===== config.mk =====
export PLATFORM = sky130hd
export DESIGN_NAME = eth_hex_dump_flat
export DESIGN_NICKNAME = d
export VERILOG_FILES = /design/src/rtl/eth_hex_dump_pkg.sv /design/src/rtl/eth_hex_dump_if.sv /design/src/rtl/eth_hex_dump_uart_char_issue.sv /design/src/rtl/eth_hex_dump.sv /design/src/flat_wrapper.sv
export SDC_FILE = /design/constraint.sdc
export NUM_CORES = 1
export LEC_CHECK = 0
export ABC_AREA = 0
export BUFFER_PORTS_ARGS = -buffer_cell sky130_fd_sc_hd__buf_2
export CAP_MARGIN = 5
export CORE_MARGIN = 4
export CORE_UTILIZATION = 49
export DETAILED_ROUTE_END_ITERATION = 10
export GPL_TIMING_DRIVEN = 0
export PLACE_DENSITY = 0.68
export SLEW_MARGIN = 30
export SYNTH_ARGS = -nofsm -noshare
export SYNTH_HDL_FRONTEND = slang
export SYNTH_HIERARCHICAL = 1
export SYNTH_SLANG_ARGS = --single-unit

===== constraint.sdc =====
create_clock -name i_Clock -period 3.65 [get_ports i_Clock]
set_clock_uncertainty 0.1 [all_clocks]
set_input_delay 0.365 -clock i_Clock [delete_from_list [all_inputs] [get_ports i_Clock]]
set_output_delay 0.365 -clock i_Clock [all_outputs]
set_load 0.1 [all_outputs]

===== src/rtl/eth_hex_dump_pkg.sv =====
// Shared types and ASCII helpers for the Ethernet hex-dump renderer.
package eth_hex_dump_pkg;

  typedef enum logic [2:0] {
    S_IDLE, S_POP, S_HI, S_LO, S_SEP, S_CR, S_LF
  } state_t;

  typedef enum logic {PH_ISSUE, PH_WAIT} phase_t;

  localparam logic [7:0] ASCII_CR = 8'h0D;
  localparam logic [7:0] ASCII_LF = 8'h0A;
  localparam logic [7:0] ASCII_0  = 8'h30;
  localparam logic [7:0] ASCII_A  = 8'h41;

  function automatic logic [7:0] nib2hex(input logic [3:0] n);
    if (n < 4'd10) return ASCII_0 + {4'h0, n};
    else           return ASCII_A + {4'h0, n} - 8'd10;
  endfunction

endpackage


===== src/rtl/eth_hex_dump_if.sv =====
// FIFO read side and UART transmitter handshake of the hex-dump block.
interface eth_hex_dump_if;
  logic [7:0] i_Fifo_Data;
  logic       i_Fifo_Empty;
  logic       o_Fifo_Read;
  logic       o_TX_DV;
  logic [7:0] o_TX_Byte;
  logic       i_TX_Active;
  logic       i_TX_Done;
  logic       o_Busy;

  modport master (
    input  i_Fifo_Data, i_Fifo_Empty, i_TX_Active, i_TX_Done,
    output o_Fifo_Read, o_TX_DV, o_TX_Byte, o_Busy
  );

  modport slave (
    output i_Fifo_Data, i_Fifo_Empty, i_TX_Active, i_TX_Done,
    input  o_Fifo_Read, o_TX_DV, o_TX_Byte, o_Busy
  );
endinterface


===== src/rtl/eth_hex_dump_uart_char_issue.sv =====
// One-character ISSUE/WAIT handshake: strobe the UART once when it is idle,
// then wait for its done pulse.
module uart_char_issue
  import eth_hex_dump_pkg::*;
(
  input  logic       clk,
  input  logic       rst,
  input  logic       req,
  input  logic [7:0] chr,
  input  logic       tx_active,
  input  logic       tx_done,
  output logic       tx_dv,
  output logic [7:0] tx_byte,
  output logic       char_done
);

  phase_t phase, phase_nx;

  always_ff @(posedge clk or posedge rst) begin
    if (rst) phase <= PH_ISSUE;
    else     phase <= phase_nx;
  end

  // A done pulse during ISSUE belongs to a character sent before a reset.
  always_comb begin
    phase_nx  = phase;
    tx_dv     = 1'b0;
    char_done = 1'b0;
    case (phase)
      PH_ISSUE: if (req && !tx_active) begin
        tx_dv    = 1'b1;
        phase_nx = PH_WAIT;
      end
      PH_WAIT: if (tx_done) begin
        char_done = 1'b1;
        phase_nx  = PH_ISSUE;
      end
      default: phase_nx = PH_ISSUE;
    endcase
  end

  assign tx_byte = chr;

endmodule


===== src/rtl/eth_hex_dump.sv =====
// Pops raw bytes from the CDC FIFO and prints them as "HH " with CR LF line
// breaks after BYTES_PER_LINE bytes or after an idle gap.
module eth_hex_dump
  import eth_hex_dump_pkg::*;
#(
  parameter int         BYTES_PER_LINE = 16,
  parameter int         IDLE_TIMEOUT   = 4800,
  parameter logic [7:0] SEP_CHAR       = 8'h20
) (
  input  logic          i_Clock,
  input  logic          i_Reset,
  eth_hex_dump_if.master bus
);

  localparam logic [7:0]  LINE_LAST = 8'(BYTES_PER_LINE - 1);
  localparam logic [19:0] IDLE_LAST = 20'(IDLE_TIMEOUT - 1);

  state_t      state, state_nx;
  logic [7:0]  line_cnt, line_nx;
  logic [19:0] idle_cnt, idle_nx;
  logic [7:0]  byte_q, byte_nx;
  logic        char_req, char_done;
  logic [7:0]  char_val;

  always_ff @(posedge i_Clock or posedge i_Reset) begin
    if (i_Reset) begin
      state    <= S_IDLE;
      line_cnt <= 8'h00;
      idle_cnt <= 20'h0;
      byte_q   <= 8'h00;
    end else begin
      state    <= state_nx;
      line_cnt <= line_nx;
      idle_cnt <= idle_nx;
      byte_q   <= byte_nx;
    end
  end

  always_comb begin
    state_nx        = state;
    line_nx         = line_cnt;
    idle_nx         = idle_cnt;
    byte_nx         = byte_q;
    char_req        = 1'b0;
    char_val        = 8'h00;
    bus.o_Fifo_Read = 1'b0;
    bus.o_Busy      = (state != S_IDLE);
    case (state)
      S_IDLE: begin
        // New data always wins over closing the line.
        if (!bus.i_Fifo_Empty)        state_nx = S_POP;
        else if (line_cnt == 8'h00)   idle_nx  = 20'h0;
        else if (idle_cnt >= IDLE_LAST) state_nx = S_CR;
        else if (idle_cnt != '1)      idle_nx  = idle_cnt + 20'h1;
      end
      S_POP: begin
        byte_nx         = bus.i_Fifo_Data;
        bus.o_Fifo_Read = 1'b1;
        idle_nx         = 20'h0;
        state_nx        = S_HI;
      end
      S_HI: begin
        char_req = 1'b1;
        char_val = nib2hex(byte_q[7:4]);
        if (char_done) state_nx = S_LO;
      end
      S_LO: begin
        char_req = 1'b1;
        char_val = nib2hex(byte_q[3:0]);
        if (char_done) begin
          if (line_cnt == LINE_LAST) state_nx = S_CR;
          else begin
            line_nx  = line_cnt + 8'h01;
            state_nx = S_SEP;
          end
        end
      end
      S_SEP: begin
        char_req = 1'b1;
        char_val = SEP_CHAR;
        if (char_done) state_nx = S_IDLE;
      end
      S_CR: begin
        char_req = 1'b1;
        char_val = ASCII_CR;
        if (char_done) state_nx = S_LF;
      end
      S_LF: begin
        char_req = 1'b1;
        char_val = ASCII_LF;
        if (char_done) begin
          line_nx  = 8'h00;
          idle_nx  = 20'h0;
          state_nx = S_IDLE;
        end
      end
      default: state_nx = S_IDLE;
    endcase
  end

  uart_char_issue u_issue (
    .clk       (i_Clock),
    .rst       (i_Reset),
    .req       (char_req),
    .chr       (char_val),
    .tx_active (bus.i_TX_Active),
    .tx_done   (bus.i_TX_Done),
    .tx_dv     (bus.o_TX_DV),
    .tx_byte   (bus.o_TX_Byte),
    .char_done (char_done)
  );

endmodule


===== src/flat_wrapper.sv =====
// flat-port wrapper written by rule: the top's interface ports become plain ports
module eth_hex_dump_flat import eth_hex_dump_pkg::*;
#(
  parameter int         BYTES_PER_LINE = 16,
  parameter int         IDLE_TIMEOUT   = 4800,
  parameter logic [7:0] SEP_CHAR       = 8'h20
)
  (i_Clock, i_Reset, bus_i_Fifo_Data, bus_i_Fifo_Empty, bus_i_TX_Active, bus_i_TX_Done, bus_o_Fifo_Read, bus_o_TX_DV, bus_o_TX_Byte, bus_o_Busy);
  eth_hex_dump_if bus_i ();
  input  logic i_Clock;
  input  logic i_Reset;
  input wire logic [$bits(bus_i.i_Fifo_Data)-1:0] bus_i_Fifo_Data;
  input wire logic [$bits(bus_i.i_Fifo_Empty)-1:0] bus_i_Fifo_Empty;
  input wire logic [$bits(bus_i.i_TX_Active)-1:0] bus_i_TX_Active;
  input wire logic [$bits(bus_i.i_TX_Done)-1:0] bus_i_TX_Done;
  output wire logic [$bits(bus_i.o_Fifo_Read)-1:0] bus_o_Fifo_Read;
  output wire logic [$bits(bus_i.o_TX_DV)-1:0] bus_o_TX_DV;
  output wire logic [$bits(bus_i.o_TX_Byte)-1:0] bus_o_TX_Byte;
  output wire logic [$bits(bus_i.o_Busy)-1:0] bus_o_Busy;
  assign bus_i.i_Fifo_Data = bus_i_Fifo_Data;
  assign bus_i.i_Fifo_Empty = bus_i_Fifo_Empty;
  assign bus_i.i_TX_Active = bus_i_TX_Active;
  assign bus_i.i_TX_Done = bus_i_TX_Done;
  assign bus_o_Fifo_Read = bus_i.o_Fifo_Read;
  assign bus_o_TX_DV = bus_i.o_TX_DV;
  assign bus_o_TX_Byte = bus_i.o_TX_Byte;
  assign bus_o_Busy = bus_i.o_Busy;
  eth_hex_dump #(.BYTES_PER_LINE(BYTES_PER_LINE), .IDLE_TIMEOUT(IDLE_TIMEOUT), .SEP_CHAR(SEP_CHAR)) u_core (.i_Clock(i_Clock), .i_Reset(i_Reset), .bus(bus_i));
endmodule

==> impl_metrics.ini, run 1 <==
[outcome]
status = complete, no violations

[logic_synthesis]
synth-seq-area-share_pct = 38.82
synth_xor_xnor_area_share_pct = 3.396
yosysUniqueCellTypes = 62
synth_top_family_by_area = compound AO/OA/AOI/OAI gates
synth_area_sq_um = 2579
synth-seq-cells = 40
synthSimpleGateAreaFrac_pct = 20.38
synth-async-reset-ratio_pct = 100.0
synth.area.mux_share_pct = 2.135
synth-edff-count = 0
yosys_warnings = 6
synth-compound-area-share_pct = 23.68
avgSynthCellArea_sq_um = 8.923
synth_cells = 289
synthFlopType = dfrtp_1
synth_nets = 307
synth_adder_area_share_pct = 2.426

[pwr]
switching_share_pct = 52.79
p_int_mw = 1.182
ir_drop_v = 0.001043
power.density_nw_per_um2 = 856.2
p_total_mw = 2.505
power.leakage_nw = 1.274
switching_power_mw = 1.322
clkPwrFrac_pct = 14.4
power.share.combinational_pct = 59.8
sequentialPowerShare_pct = 25.8

[worst_setup_path]
path_delay_family = buffers and inverters
slowest_delay_ns = 0.41
crit_type = reg -> out
arrival_ns = 2.46
path_depth = 7
worstReg2RegStart = u_core/line_cnt[0]
path_buf_inv = 5
critical_path.startpoint_type = register
endpoint = bus_o_TX_Byte[0]
critPathCaptureType = output pin
worstPathRequired_ns = 3.18
setup.worst_path.start = u_core/state[0]
r2r_slack_ns = 1.30
reg2reg_depth = 7
slowest_stage = buf_2
reg2reg_to = u_core/idle_cnt[12]
worstPathCellList = buf_4, clkbuf_1, clkbuf_1, nand2_1, o22ai_1, buf_4, buf_2
crit_fanout = 10

[timing]
min_period_over_period_pct = 80.27
hold_viol = 0
holdWs_ns = 0.1686
timing.final.ws_setup_ns = 0.7202
tightest_slew_ns = 0.6284
rsz0062_at_grt = false
fin_crit_ns = 2.930
drv_slew = 0
timing.slew.headroom_pct = 58.11
clock.fmax_ghz = 0.3413
setup_viol = 0
fin_setup_tns_ns = 0

[drt]
via_per_inst = 5.634
ant_nets = 0
wl_mm = 5.589
avgRoutedWirePerCell_microns = 14.29
drtPass1Iterations = 4
remaining_drc_errors = 0
drt-initial-drc-count = 174
vias = 2203

[clock_tree]
clock-root-buffer = clkbuf_8
clockBufferDepth = 2
cts.htree.levels = 2
insertion_delay_ns = 0.29
postCtsSetupRepairBufs = 0
numCtsBuffers = 5
clkTransAtPathRegs_ns = 0.08
cts_tree = yes
cts.sinks = 40

[run]
cap_violations = 0

[final_layout]
syn_to_final_growth_pct = 13.44
final_cell_mix = dfrtp_1 (40), nor2_1 (36), inv_1 (26), o21ai_0 (23), buf_2 (22)
drive_gt1_share_pct = 22.43
antenna_cells = 0
final_nets = 338
layout_commonest_cell = dfrtp_1

[placement]
gp_congestion = 0.8662
place_hpwl_mm = 4.186
numPortBuffers = 22
place_worst_setup_slack_ns = 1.075

[global_routing]
use_met3_pct = 3.924
grt-ovfl-total = 0
busiest_layer = met2
grt_pass1_vias = 2187
antenna_found_initial = 0
grt_pass1_wl_mm = 9.908
use_met1_pct = 25.79
track_usage_pct = 19.38
met2_usage_pct = 31.13
grt_max_degree = 24

[floorplan]
io_pins = 24
start_util_pct = 50.49
num_rows = 26
dieArea_sq_um = 6488
core-area_sq_um = 5107
die_h_microns = 80.55
dieWidth_microns = 80.55

[hold_path]
worstHoldPathType = in -> reg
[final cells by class]
type,instances,area (sq um)
fillers,490,2182
multi-input cells,202,1345
flip-flops and latches,40,1001
repair buffers,24,147.6
plain buffers,19,127.6
inverters,28,105.1
well taps,70,87.58
clock buffers,5,68.82
clock inverters,3,42.54
[Yosys cell counts, types with 2 or more instances]
cell       count  area [sq um]
o31ai_4        3         63.81
buf_6          2         22.52
or3_1          4         25.02
dfrtp_1       40          1001
nor2b_1        4         25.02
inv_1         27         101.4
nor2_2         2         12.51
nor2_1        36         135.1
or4_1          2         15.01
a21oi_1        6         30.03
a211oi_1       3         22.52
a31oi_1        5         31.28
or2_2          2         12.51
o41ai_2        2         32.53
buf_4         11         82.58
o2111ai_1      2         17.52
a211oi_2       2         25.02
or3b_2         2         17.52
nor3_1         5         25.02
mux2_2         4         45.04
a21o_1         2         15.01
o22ai_1        3         18.77
a22oi_1        2         15.01
xnor2_1        9         78.83
nand4_1        4         25.02
clkbuf_1       6         22.52
nand2_1       21         78.83
ha_1           5         62.56
o31ai_1        9         67.56
o21ai_0       23         115.1
nand3_1        9         45.04
nor4b_1        2         17.52
[routing by layer]
metal,vias up,wire length (microns)
li1,1083,-
met4,0,91
met2,69,2564
met3,9,334
met1,1042,2599
met5,-,0
[state kept, by name, summed over array words and instances (netlist names)]
register              flops
u_core/byte_q             8
u_core/u_issue/phase      1
u_core/line_cnt           8
u_core/state              3
u_core/idle_cnt          20
[timing repair]
action,in CTS,in global routing
endpoints found under the hold margin,17,0
resized for setup,0,0
hold buffers,1,0
[cells by family after synthesis]
| group | after synthesis |
|---|---|
| AND/OR/NAND/NOR | 103 |
| adder cells (fa/ha/maj) | 5 |
| flip-flops | 40 |
| AO/OA/AOI/OAI | 78 |
| XOR/XNOR | 10 |
| buffers and inverters | 47 |
| multiplexers | 5 |
| other | 1 |
[per-stage QoR]
step | instances | area, sq um | utilization (%)
global route | 391 | 2925 | 57.28
CTS | 391 | 2925 | 57.28
floorplan | 289 | 2579 | -
finish | 391 | 2925 | 57.28
detailed placement | 382 | 2804 | 54.90
global placement | 381 | 2776 | 54.36
[how the worst min path moves through the flow]
| stage | to | depth (start not counted) | from | slack (ns) |
|---|---|---|---|---|
| 6_report | u_core/byte_q[4] | 3 | bus_i_Fifo_Data[4] | 0.17 |
| 5_1_grt | u_core/byte_q[4] | 3 | bus_i_Fifo_Data[4] | 0.19 |
| 4_1_cts | u_core/byte_q[4] | 3 | bus_i_Fifo_Data[4] | 0.16 |
| 3_5_place_dp | u_core/u_issue/phase | 2 | i_Reset | 0.12 |
| 3_3_place_gp | u_core/u_issue/phase | 2 | i_Reset | 0.11 |
| 2_1_floorplan | u_core/u_issue/phase | 1 | i_Reset | -0.006 |
[worst reg2reg max path, stage by stage (launching register included)]
cell and delay [ns]:
dfrtp_1 0.41, inv_1 0.10, ha_1 0.14, or3b_2 0.54, o211ai_2 0.44, a31oi_1 0.08
o31ai_1 0.26, o21ai_0 0.15
[power groups by stage]
stage          logic, mW  registers [mW]  clock network [mW]
4_1_cts             1.50           0.643               0.377
3_5_place_dp        1.49           0.653                   0
6_report            1.50           0.647               0.361
5_1_grt             1.62           0.666               0.399
2_1_floorplan       1.26           0.624                   0
3_3_place_gp        1.48           0.647                   0
Power figures use the tool's default switching activity.
==> inputs of run 2 (changes only) <==
==> constraint.sdc (replaced) <==
create_clock -name i_Clock -period 2.8 [get_ports i_Clock]
set_clock_uncertainty 0.1 [all_clocks]
set_input_delay 0.28 -clock i_Clock [delete_from_list [all_inputs] [get_ports i_Clock]]
set_output_delay 0.28 -clock i_Clock [all_outputs]
set_load 0.1 [all_outputs]
==> run 2 against run 1 <==
Combinational power increased by 31%. Setup slack got worse by 0.62 ns. Sequential power increased by 30%. Power increased by 31%. Global-route usage unchanged. Utilization increased by 0.098 points. Critical path depth unchanged. Clock power increased by 31%. Die area unchanged. Via count increased by 0.36%. First-iteration DRC count increased by 9.2%. Critical path type unchanged. Highest routed layer unchanged.
==> impl_metrics.ini, run 2 (synthesized netlist as in run 1, its figures left out) <==
[outcome]
status = complete, no violations

[floorplan]
core-area_sq_um = 5107
dieArea_sq_um = 6488
die_h_microns = 80.55
io_pins = 24
start_util_pct = 50.49
num_rows = 26
dieWidth_microns = 80.55

[placement]
place_worst_setup_slack_ns = 0.3100
placed_area_sq_um = 2804
place_hpwl_mm = 4.186
place_inst = 382
gp_congestion = 0.8662
numPortBuffers = 22

[timing]
fin_crit_ns = 2.702
tightest_slew_ns = 0.6372
timing.final.ws_setup_ns = 0.09777
timing.slew.headroom_pct = 57.52
min_period_over_period_pct = 96.51
hold_viol = 0
drv_slew = 0
rsz0062_at_grt = false
fin_setup_tns_ns = 0
clock.fmax_ghz = 0.3701
setup_viol = 0

[final_layout]
fin_util_pct = 57.37
top_regs = u_core/idle_cnt: 20 flops, u_core/byte_q: 8 flops, u_core/line_cnt: 8 flops
drive_gt1_share_pct = 23.05
antenna_cells = 0
top_register = u_core/idle_cnt
final_cell_mix = dfrtp_1 (40), nor2_1 (36), inv_1 (26), o21ai_0 (22)
final_nets = 338
layout_commonest_cell = dfrtp_1
syn_to_final_growth_pct = 13.63
largest_register_ffs = 20
finalInstanceArea_sq_um = 2930
fin_cells = 391

[drt]
vias = 2211
remaining_drc_errors = 0
avgRoutedWirePerCell_microns = 14.28
drtPass1Iterations = 5
wl_mm = 5.584
via_per_inst = 5.655
ant_nets = 0
drt-initial-drc-count = 190

[clock_tree]
cts.htree.levels = 2
clockBufferDepth = 2
postCtsSetupRepairBufs = 0
insertion_delay_ns = 0.30
clock-root-buffer = clkbuf_8
cts_tree = yes
cts.sinks = 40
numCtsBuffers = 5
clkTransAtPathRegs_ns = 0.08

[worst_setup_path]
crit_path_frequent_cell = buf_4
path_delay_family = buffers and inverters
critPathCaptureType = output pin
worstPathRequired_ns = 2.42
crit_fanout = 10
arrival_ns = 2.32
slowest_delay_ns = 0.41
crit_type = reg -> out
worstPathCellList = buf_4, clkbuf_1, clkbuf_2, nand2_1, o21ai_0, buf_4, buf_2
slowest_stage = buf_2
critical_path.startpoint_type = register
path_buf_inv = 5

[global_routing]
grt_pass1_vias = 2187
antenna_found_initial = 0
track_usage_pct = 19.38
grt_pass1_wl_mm = 9.908
grt-ovfl-total = 0
grt_max_degree = 24

[pwr]
power.leakage_nw = 1.280
ir_drop_v = 0.001407
power.density_nw_per_um2 = 1118

[run]
cap_violations = 0

[hold_path]
worstHoldPathType = in -> reg
## run 2: area by class of cell
cell class | instances | area [sq um]
Fill cell | 487 | 2177
Multi-Input combinational cell | 202 | 1345
Sequential cell | 40 | 1001
Timing Repair Buffer | 24 | 150.1
Buffer | 19 | 130.1
Inverter | 28 | 105.1
Tap cell | 70 | 87.58
Clock buffer | 5 | 68.82
Clock inverter | 3 | 42.54
## run 2: repair_timing
action / 4_1_cts / 5_1_grt
pin swaps: 0 / 0
setup endpoints to repair: 1 / 5
gates resized for setup: 1 / 5
endpoints found under the hold margin: 17 / 0
hold buffers: 1 / 0
## run 2: report_power, final
part | total, mW | switching (mW) | internal (mW)
Clock | 0.474 | 0.210 | 0.264
Combinational | 1.96 | 1.38 | 0.577
Sequential | 0.843 | 0.134 | 0.710
## run 2: worst register-to-register path, stage by stage (launching register included)
cell	delay, ns
dfrtp_1	0.41
inv_1	0.10
ha_1	0.14
or3b_2	0.54
o211ai_2	0.45
nor2_1	0.10
o31ai_1	0.26
o41ai_1	0.12
## run 2: final timing paths
kind | start | end | slack [ns] | depth (start not counted)
worst max-delay path | u_core/state[0] | bus_o_TX_Byte[2] | 0.1 | 7
worst min-delay path | bus_i_Fifo_Data[4] | u_core/byte_q[4] | 0.08 | 3
worst max register to register | u_core/line_cnt[0] | u_core/idle_cnt[8] | 0.46 | 7
worst min register to register | u_core/idle_cnt[18] | u_core/idle_cnt[18] | 0.40 | 2
max in group asynchronous | i_Reset | u_core/state[0] | 1.74 | 4
min in group asynchronous | i_Reset | u_core/u_issue/phase | 0.26 | 3
## run 2: layer usage
layer | GRT usage, % | routed length [microns] | vias to the layer above
met5 | 0 | 0 | -
met4 | 6.926 | 100 | 0
met3 | 3.924 | 331 | 13
met2 | 31.13 | 2571 | 76
met1 | 25.79 | 2580 | 1038
li1 | - | - | 1084
## run 2: through the flow
step           total power, mW  hold WS, ns
3_3_place_gp             2.771      0.02552
3_5_place_dp             2.796      0.03385
6_report                 3.277      0.08203
4_1_cts                  3.290      0.07398
2_1_floorplan            2.451     -0.09129
5_1_grt                  3.514       0.1023
==> inputs of run 3 (changes only) <==
--- a/config.mk
+++ b/config.mk
@@ -8,6 +8,7 @@
 export ABC_AREA = 0
 export BUFFER_PORTS_ARGS = -buffer_cell sky130_fd_sc_hd__buf_2
 export CAP_MARGIN = 5
+export CORE_ASPECT_RATIO = 0.9
 export CORE_MARGIN = 4
 export CORE_UTILIZATION = 49
 export DETAILED_ROUTE_END_ITERATION = 10
==> run 3 against run 2 <==
First-iteration DRC count grew 7.4%. Cell area down 1.2%. Sequential power grew 1%. Combinational power is essentially flat. Via count is 2.3% lower. Wire length increased by 0.52%. Clock-buffer cell count is the same. Sequential share of layout area rose by 0.40 points. Die area hardly changed. Power is 2.9% lower. Register-to-register slack is essentially flat. Setup slack improved by 0.11 ns. Critical endpoint unchanged.
==> impl_metrics.ini, run 3 (synthesized netlist as in run 1, its figures left out) <==
[timing]
rsz0062_at_grt = false
drv_slew = 0
timing.slew.headroom_pct = 56.58
hold_viol = 0
timing.final.ws_setup_ns = 0.2045
setup_viol = 0
clock.fmax_ghz = 0.3853
fin_crit_ns = 2.595
min_period_over_period_pct = 92.70
tightest_slew_ns = 0.6513
fin_setup_tns_ns = 0

[final_layout]
top_register = u_core/idle_cnt
final_nets = 338
top_regs = u_core/idle_cnt: 20 flops, u_core/byte_q: 8 flops, u_core/line_cnt: 8 flops
filler_cell_count = 459
layout_commonest_cell = dfrtp_1
drive_gt1_share_pct = 22.81
fin_util_pct = 58.46
fin_cells = 385
final_cell_mix = dfrtp_1 (40), nor2_1 (36), inv_1 (26), o21ai_0 (23), nand2_1 (21)
syn_to_final_growth_pct = 12.32
antenna_cells = 0
largest_register_ffs = 20

[clock_tree]
cts_tree = yes
clockBufferDepth = 2
clock-root-buffer = clkbuf_8
numCtsBuffers = 5
cts.htree.levels = 2
clkTransAtPathRegs_ns = 0.08
cts.sinks = 40
insertion_delay_ns = 0.29

[worst_setup_path]
arrival_ns = 2.22
path_delay_family = buffers and inverters
slowest_stage = dfrtp_1
slowest_delay_ns = 0.43
critPathCaptureType = output pin
crit_fanout = 4
crit_type = reg -> out
worstPathCellList = inv_1, ha_1, nand2_1, or3_1, a311o_1, o21ai_0, buf_4, clkbuf_4
worstPathRequired_ns = 2.42
reg2reg_depth = 7
path_buf_inv = 3
critical_path.startpoint_type = register
path_depth = 8

[floorplan]
num_rows = 24
start_util_pct = 52.05
core-area_sq_um = 4955
dieWidth_microns = 84.47
io_pins = 24
dieArea_sq_um = 6489
die_h_microns = 76.82

[placement]
gp_congestion = 0.8622
place_inst = 377
place_hpwl_mm = 4.141
place_worst_setup_slack_ns = 0.3329
numPortBuffers = 22

[global_routing]
grt_pass1_wl_mm = 9.618
grt_max_degree = 21
grt_pass1_vias = 2007
track_usage_pct = 18.23
antenna_found_initial = 0
grt-ovfl-total = 0

[drt]
vias = 2161
ant_nets = 0
remaining_drc_errors = 0
drt-initial-drc-count = 204
wl_mm = 5.613
avgRoutedWirePerCell_microns = 14.58
via_per_inst = 5.613
drtPass1Iterations = 4

[pwr]
ir_drop_v = 0.0006696
power.density_nw_per_um2 = 1098
power.leakage_nw = 1.265
p_total_mw = 3.180

[run]
cap_violations = 0

[outcome]
status = complete, no violations

[hold_path]
worstHoldPathType = in -> reg
holdPathStages = 3
## run 3: changes by cell type in the layout (fill, tap and decap cells not counted), sizes merged
| cell | previous run | this run |
|---|---|---|
| buf | 36 | 34 |
| clkbuf | 11 | 13 |
| bufinv | 1 | 0 |
## run 3: stage by stage
step,hold slack (ns),instance area [sq um]
final,0.08616,2897
after global routing,0.08659,2897
after CTS,0.07695,2889
after detailed placement,0.03217,2798
after global placement,0.02246,2770
after floorplan,-0.09129,2579
## run 3: cell type report
type / count / area [sq um] / area share (%)
clock inverters: 2 / 12.51 / 0.4320
multi-input cells: 202 / 1345 / 46.44
inverters: 28 / 105.1 / 3.629
well taps: 65 / 81.33 / 2.808
clock buffers: 5 / 68.82 / 2.376
flip-flops and latches: 40 / 1001 / 34.56
repair buffers: 24 / 152.6 / 5.270
plain buffers: 19 / 130.1 / 4.492
## run 3: what timing repair did
action,4_1_cts,5_1_grt
hold endpoints to repair,20,0
gates resized for setup,0,6
hold buffers,1,0
buffers inserted,0,0
endpoints found under the setup margin,0,5
## run 3: power breakdown
part           internal, mW  switching [mW]
Sequential            0.710           0.143
Combinational         0.580            1.38
Clock                 0.169           0.203
Total                  1.46            1.72
## run 3: layer usage
layer	up-vias	routed length (microns)	global-route usage, %	part of all wire (%)
met1	1029	2772	26.70	49
met4	0	27	4.272	0.48
met2	49	2541	27.05	45
li1	1081	-	-	-
met3	2	271	4.609	4.8
met5	-	0	0	0
## run 3: final timing paths
path	start	to	slack, ns
worst max-delay path	u_core/byte_q[1]	bus_o_TX_Byte[2]	0.20
worst min-delay path	bus_i_Fifo_Data[4]	u_core/byte_q[4]	0.09
worst max register to register	u_core/state[0]	u_core/idle_cnt[8]	0.47
worst min register to register	u_core/idle_cnt[17]	u_core/idle_cnt[17]	0.39
max in group asynchronous	i_Reset	u_core/idle_cnt[5]	1.67
min in group asynchronous	i_Reset	u_core/u_issue/phase	0.29
## run 3: worst min-delay path: stages
cell     delay [ns]
buf_2          0.07
nand2_1        0.03
o21ai_0        0.05
